==> src/rtl/ft601_fifo_responder.sv <==
// Device side of the FT601 32-bit synchronous 245-FIFO bus: RX FIFO (host->bus)
// and TX FIFO (bus->host) with registered rxf/txe flow control and sticky error flags.
module ft601_fifo_responder #(
  parameter int DEPTH = 16,
  parameter int AW    = 4
) (
  input  logic          clk,
  input  logic          reset,
  input  logic          oe,
  input  logic          rd,
  input  logic          wr,
  input  logic [31:0]   data_in,
  input  logic [3:0]    be_in,
  output logic [31:0]   data_out,
  output logic          data_drv,
  output logic          rxf,
  output logic          txe,
  input  logic [31:0]   h_push_data,
  input  logic          h_push_valid,
  output logic          h_push_ready,
  output logic [31:0]   h_pop_data,
  output logic          h_pop_valid,
  input  logic          h_pop_ready,
  output logic [AW:0]   rx_level,
  output logic [AW:0]   tx_level,
  output logic [2:0]    err
);

  localparam logic [AW:0]   FULL  = (AW+1)'(DEPTH);
  localparam logic [AW:0]   LONE  = (AW+1)'(1);
  localparam logic [AW-1:0] PONE  = AW'(1);

  logic [31:0]   rx_mem [DEPTH];
  logic [31:0]   tx_mem [DEPTH];
  logic [AW-1:0] rx_wp, rx_rp, tx_wp, tx_rp;
  logic [AW:0]   rx_level_nxt, tx_level_nxt;
  logic          rx_push, rx_pop, tx_push, tx_pop;
  logic [31:0]   wr_word;

  assign rx_push = h_push_valid & h_push_ready;
  assign rx_pop  = ~oe & ~rd & ~rxf;
  assign tx_push = ~wr & ~txe & oe;
  assign tx_pop  = h_pop_valid & h_pop_ready;

  // Disabled byte lanes are stored as zero.
  for (genvar b = 0; b < 4; b++) begin : g_be
    assign wr_word[8*b +: 8] = be_in[b] ? data_in[8*b +: 8] : 8'h00;
  end

  assign data_out   = (rx_level == '0) ? '0 : rx_mem[rx_rp];
  assign h_pop_data = (tx_level == '0) ? '0 : tx_mem[tx_rp];

  always_comb begin
    rx_level_nxt = rx_level;
    tx_level_nxt = tx_level;
    if (rx_push && !rx_pop)      rx_level_nxt = rx_level + LONE;
    else if (!rx_push && rx_pop) rx_level_nxt = rx_level - LONE;
    if (tx_push && !tx_pop)      tx_level_nxt = tx_level + LONE;
    else if (!tx_push && tx_pop) tx_level_nxt = tx_level - LONE;
  end

  always_ff @(posedge clk) begin
    if (rx_push) rx_mem[rx_wp] <= h_push_data;
    if (tx_push) tx_mem[tx_wp] <= wr_word;
  end

  // Flags are registered from the post-update levels so they track the counters exactly.
  always_ff @(posedge clk) begin
    if (reset) begin
      rx_wp        <= '0;
      rx_rp        <= '0;
      tx_wp        <= '0;
      tx_rp        <= '0;
      rx_level     <= '0;
      tx_level     <= '0;
      rxf          <= 1'b1;
      txe          <= 1'b1;
      h_push_ready <= 1'b0;
      h_pop_valid  <= 1'b0;
      data_drv     <= 1'b0;
      err          <= '0;
    end else begin
      if (rx_push) rx_wp <= rx_wp + PONE;
      if (rx_pop)  rx_rp <= rx_rp + PONE;
      if (tx_push) tx_wp <= tx_wp + PONE;
      if (tx_pop)  tx_rp <= tx_rp + PONE;
      rx_level     <= rx_level_nxt;
      tx_level     <= tx_level_nxt;
      rxf          <= (rx_level_nxt == '0);
      txe          <= (tx_level_nxt == FULL);
      h_push_ready <= (rx_level_nxt != FULL);
      h_pop_valid  <= (tx_level_nxt != '0);
      data_drv     <= ~oe;
      err          <= err | {~wr & ~oe, ~wr & txe, ~rd & ~oe & rxf};
    end
  end

endmodule
==> config.mk <==
export PLATFORM = sky130hd
export DESIGN_NAME = ft601_fifo_responder
export DESIGN_NICKNAME = d
export VERILOG_FILES = /design/src/rtl/ft601_fifo_responder.sv
export SDC_FILE = /design/constraint.sdc
export NUM_CORES = 1
export LEC_CHECK = 0
export ABC_AREA = 0
export BUFFER_PORTS_ARGS = -buffer_cell sky130_fd_sc_hd__buf_2
export CAP_MARGIN = 20
export CORE_ASPECT_RATIO = 0.6
export CORE_UTILIZATION = 41
export CTS_CLUSTER_SIZE = 40
export DETAILED_ROUTE_END_ITERATION = 6
export PLACE_DENSITY = 0.56
export SYNTH_ARGS = -nofsm -noshare
export SYNTH_HDL_FRONTEND = slang
export SYNTH_SLANG_ARGS = --single-unit
==> constraint.sdc <==
create_clock -name clk -period 8.4 [get_ports clk]
set_clock_uncertainty 0.05 [all_clocks]
set_input_delay 0.42 -clock clk [delete_from_list [all_inputs] [get_ports clk]]
set_output_delay 0.42 -clock clk [all_outputs]
set_load 0.05 [all_outputs]
==> results.md <==
- Along the worst path, the maximum fanout reaches 68.
- The run finished, with violations left.
- The final-layout setup total negative slack is 0 ps.
- The area of the core is 0.09855 mm2.
- Static timing analysis puts the maximum clock frequency at 0.2205 GHz.
- The number of global-route vias before repair is 19490.
- Counting flops and latches in the post-synthesis netlist gives 1066.
- Walking the worst path, the cells encountered are buf_4 > mux4_2 > mux4_2 > nor2b_1 > buf_2.
- Setup repair after global routing left no endpoint under its margin.
- The kind of cell with the highest combined delay along the critical path is buffers and inverters.
- The starting density of the core is 41.54%.
- The distinct cell type count of the synthesized netlist is 41.
- The quantity of I/O buffers inserted on ports is 156.
- The first-pass iteration count of the detailed router is 7.
- The finished layout holds 3390 standard cells, fillers aside.
- In the post-synthesis netlist, the biggest area contributors are sky130_fd_sc_hd__edfxtp_1, sky130_fd_sc_hd__mux4_2, sky130_fd_sc_hd__dfxtp_1.
- After detailed routing, the average wire length per cell comes to 27.75 um.
- The checks that failed: DRC.
- The pin count of the biggest net entering global routing is 110.
- Global routing used 18.67% of the available tracks.
- Leaving out fill and tap cells, the most frequent cells in the layout are sky130_fd_sc_hd__edfxtp_1, sky130_fd_sc_hd__mux4_2, sky130_fd_sc_hd__buf_2.
- The most common cell after layout, fill and taps aside is sky130_fd_sc_hd__edfxtp_1.
- The layout cell share with drive strength beyond 1 is 34.46%.
- TritonCTS built the clock tree.
- The clock reaches the later pin of the worst-skew pair after 690 ps.
- The H-tree was split into 3 levels.
- The post-detailed-routing wire length is 94080 um.
- For the worst setup path, the data required time is 7930 ps.
- Headroom to the max-slew limit came out at 29.59%.
- The highest-delay cell along the critical path is sky130_fd_sc_hd__dfxtp_4.
- The synthesis-to-layout area growth is 14.77%.
- Gates resized during post-CTS repair numbered 0.
- The critical path's most frequent cell is sky130_fd_sc_hd__mux4_2.
- Dividing the synthesized area by the synthesized cell count gives 23.23 um2.
- Synthesis produced 1762 cells.
- Max-cap violations in this run came to 0.
- The final count of pins violating max slew was 0.
- The top cell type by area accounts for 75.11% of the synthesized area.
- The post-detailed-placement half-perimeter wirelength is 47770 um.
- The kind of path behind the tightest hold check is in2reg.
- The number of clock sinks is 1066.
- The synthesized netlist net count is 1851.
- The floorplan step defined a die boundary enclosing 0.1012 mm2.
- The count of unresolved DRC violations after routing is 4.
- The mapped netlist covers 0.04094 mm2.
- Setup violations remaining at the end of the flow were counted as 0.
- The post-placement cell count is 3195.
- The residual antenna-violating net count after detailed routing is 0.
- The worst setup path is of the reg2out kind.
- The final route contains 18800 vias.
- Data on the critical path arrives at its endpoint at 4070 ps.
- The count of endpoints failing hold in the final timing report is 0.
- The sequential share of the synthesized area is 77.17%.
- The worst IR drop on VDD is 0.0002014 V.
- Global routing finished with a remaining overflow of 0.
- The chip height is 246.8 um.
- The power per cell area is 270.3 mW/mm2.
- The number of nets in the finished design is 2071.
- Once layout is complete, the utilization of the core stands at 47.67%.
- The delay of the slowest critical-path stage is 1010 ps.
- The clock root buffer is sky130_fd_sc_hd__clkbuf_16.
- The overall die width is 409.9 um.
- The I/O pin total is 157.
- The number of warnings reported in the yosys synthesis log is 0.
- Counting flops with an async set or reset pin after synthesis yields a share of 0%.
- On the final layout, the worst hold slack is 55.23 ps.
- The number of enable flip-flop cells after synthesis is 1024.
- Row generation in the floorplan step produced 89 rows.
- The initial DRC count is 1809.
- After layout, the minimum clock period comes to 4536 ps.
- Routability-driven placement finished with a final weighted congestion of 0.7291.
- The global-route wire length before repair is 134800 um.
- The CTS clock-pin slew for the worst setup and hold paths is 70 ps.
- The actual transition at the worst max-transition pin is 1056 ps.
- The category of the worst setup path launch point is a flip-flop.
- The number of antenna violations at the first check in global routing is 4.
- The worst setup path is captured at an output port.
- The number of buffers and inverters on the critical path is 2.
- The ratio of final minimum period to clock period is 54.00%.
- The number of clock buffers inserted by TritonCTS is 101.
- The buffer depth of the longest clock path is 3.
- The biggest area contributor in the post-synthesis netlist is sky130_fd_sc_hd__edfxtp_1.
- The top flip-flop cell by instance count after synthesis is sky130_fd_sc_hd__edfxtp_1.
- Summed over all cells, the static leakage comes to 0.01453 uW.
- The routed via count divided by cell count is 5.545.
## metal layers
layer  GRT usage [%]  share of wire [%]  routed length (um)  vias up
li1                -                  -                   -     7875
met1           28.73                 47               44430    10310
met2           27.67                 46               42840      487
met3           3.461                5.3                5026      118
met4           4.203                1.9                1771        2
met5               0              0.013                  12        -
## sequential cells by signal (all words and copies together) (netlist names), 3 cells and up, named ones only
register	cells
tx_rp	4
rx_wp	4
rx_rp	4
rx_mem	512
err	3
rx_level	5
tx_mem	512
tx_level	5
tx_wp	4
## cell type report
cell class | instances | area, um2
fillers | 7976 | 51570
multi-input cells | 596 | 9169
repair buffers | 204 | 1184
clock buffers | 126 | 2695
diodes | 2 | 5.005
well taps | 1319 | 1650
inverters | 13 | 48.80
flip-flops and latches | 1066 | 31610
clock inverters | 64 | 619.3
## path summary, 6_finish.rpt
check             slack (ps)                        to  depth (start not counted)                     from
setup / recovery        3860            h_pop_data[27]                          5                flip-flop
hold / removal            60  rx_mem[11][16]$_DFFE_PP_                          1          h_push_data[16]
hold reg to reg          420         err[0]$_SDFF_PP0_                          2        err[0]$_SDFF_PP0_
setup reg to reg        5830    rx_mem[3][2]$_DFFE_PP_                          4  h_push_ready$_SDFF_PP0_
## worst reg2reg max path, cell delays in order (launching register included)
cell and delay, ps:
sky130_fd_sc_hd__dfxtp_1 460, sky130_fd_sc_hd__and2_1 340, sky130_fd_sc_hd__nand2_1 340, sky130_fd_sc_hd__nor3_4 310
sky130_fd_sc_hd__buf_4 600
## cell families (layout without fill, tap and decap cells)
logic type                 after synthesis  in the layout  share of synthesized area (%)
muxes                                  326            326                          17.75
other                                    0              2                              0
DFF                                   1066           1066                          77.17
AOI/OAI and AO/OA                       24             24                         0.4401
buffers and inverters                  100            407                          1.070
adders and majority gates               14             14                         0.4279
xor gates and xnor gates                19             19                         0.4065
and+or+nand+nor                        213            213                          2.732
## power by group
group | leakage (uW) | total [uW] | internal (uW) | switching [uW]
clock network | 0.00161 | 4570 | 2620 | 1960
registers | 0.00964 | 6020 | 5930 | 98.7
logic | 0.00328 | 2100 | 712 | 1390
total | 0.0145 | 12700 | 9260 | 3440
## per-stage QoR
step | instance area, um2 | worst slack [ps] | power, uW
CTS | 46960 | 3814 | 12840
global placement | 43620 | 4541 | 8251
detailed placement | 43620 | 4567 | 8270
finish | 46980 | 3864 | 12700
global route | 46980 | 3703 | 13140
floorplan | 40940 | 4394 | 7654
## what timing repair did
action                                  CTS  global route
setup buffers                             0             0
endpoints found under the setup margin    0             0
hold buffers                              2             0
endpoints found under the hold margin     3             0
## Yosys cell counts (2+ instances only)
| cell | instances |
|---|---|
| sky130_fd_sc_hd__edfxtp_1 | 1024 |
| sky130_fd_sc_hd__mux4_2 | 320 |
| sky130_fd_sc_hd__nor2b_1 | 66 |
| sky130_fd_sc_hd__nor2_1 | 60 |
| sky130_fd_sc_hd__clkbuf_1 | 45 |
| sky130_fd_sc_hd__dfxtp_1 | 42 |
| sky130_fd_sc_hd__and2_1 | 35 |
| sky130_fd_sc_hd__buf_2 | 27 |
| sky130_fd_sc_hd__nand2_1 | 22 |
| sky130_fd_sc_hd__ha_1 | 14 |
| sky130_fd_sc_hd__inv_1 | 13 |
| sky130_fd_sc_hd__nor3_1 | 11 |
| sky130_fd_sc_hd__xor2_1 | 10 |
| sky130_fd_sc_hd__xnor2_1 | 9 |
| sky130_fd_sc_hd__buf_4 | 7 |
| sky130_fd_sc_hd__a21oi_1 | 6 |
| sky130_fd_sc_hd__buf_1 | 6 |
| sky130_fd_sc_hd__mux2i_1 | 5 |
| sky130_fd_sc_hd__nand2b_1 | 5 |
| sky130_fd_sc_hd__nand3_1 | 4 |
| sky130_fd_sc_hd__nand4_1 | 4 |
| sky130_fd_sc_hd__o22ai_1 | 4 |
| sky130_fd_sc_hd__a211oi_1 | 2 |
| sky130_fd_sc_hd__a311oi_1 | 2 |
| sky130_fd_sc_hd__clkbuf_2 | 2 |
| sky130_fd_sc_hd__or3_1 | 2 |
(Power assumes the default switching activity.)
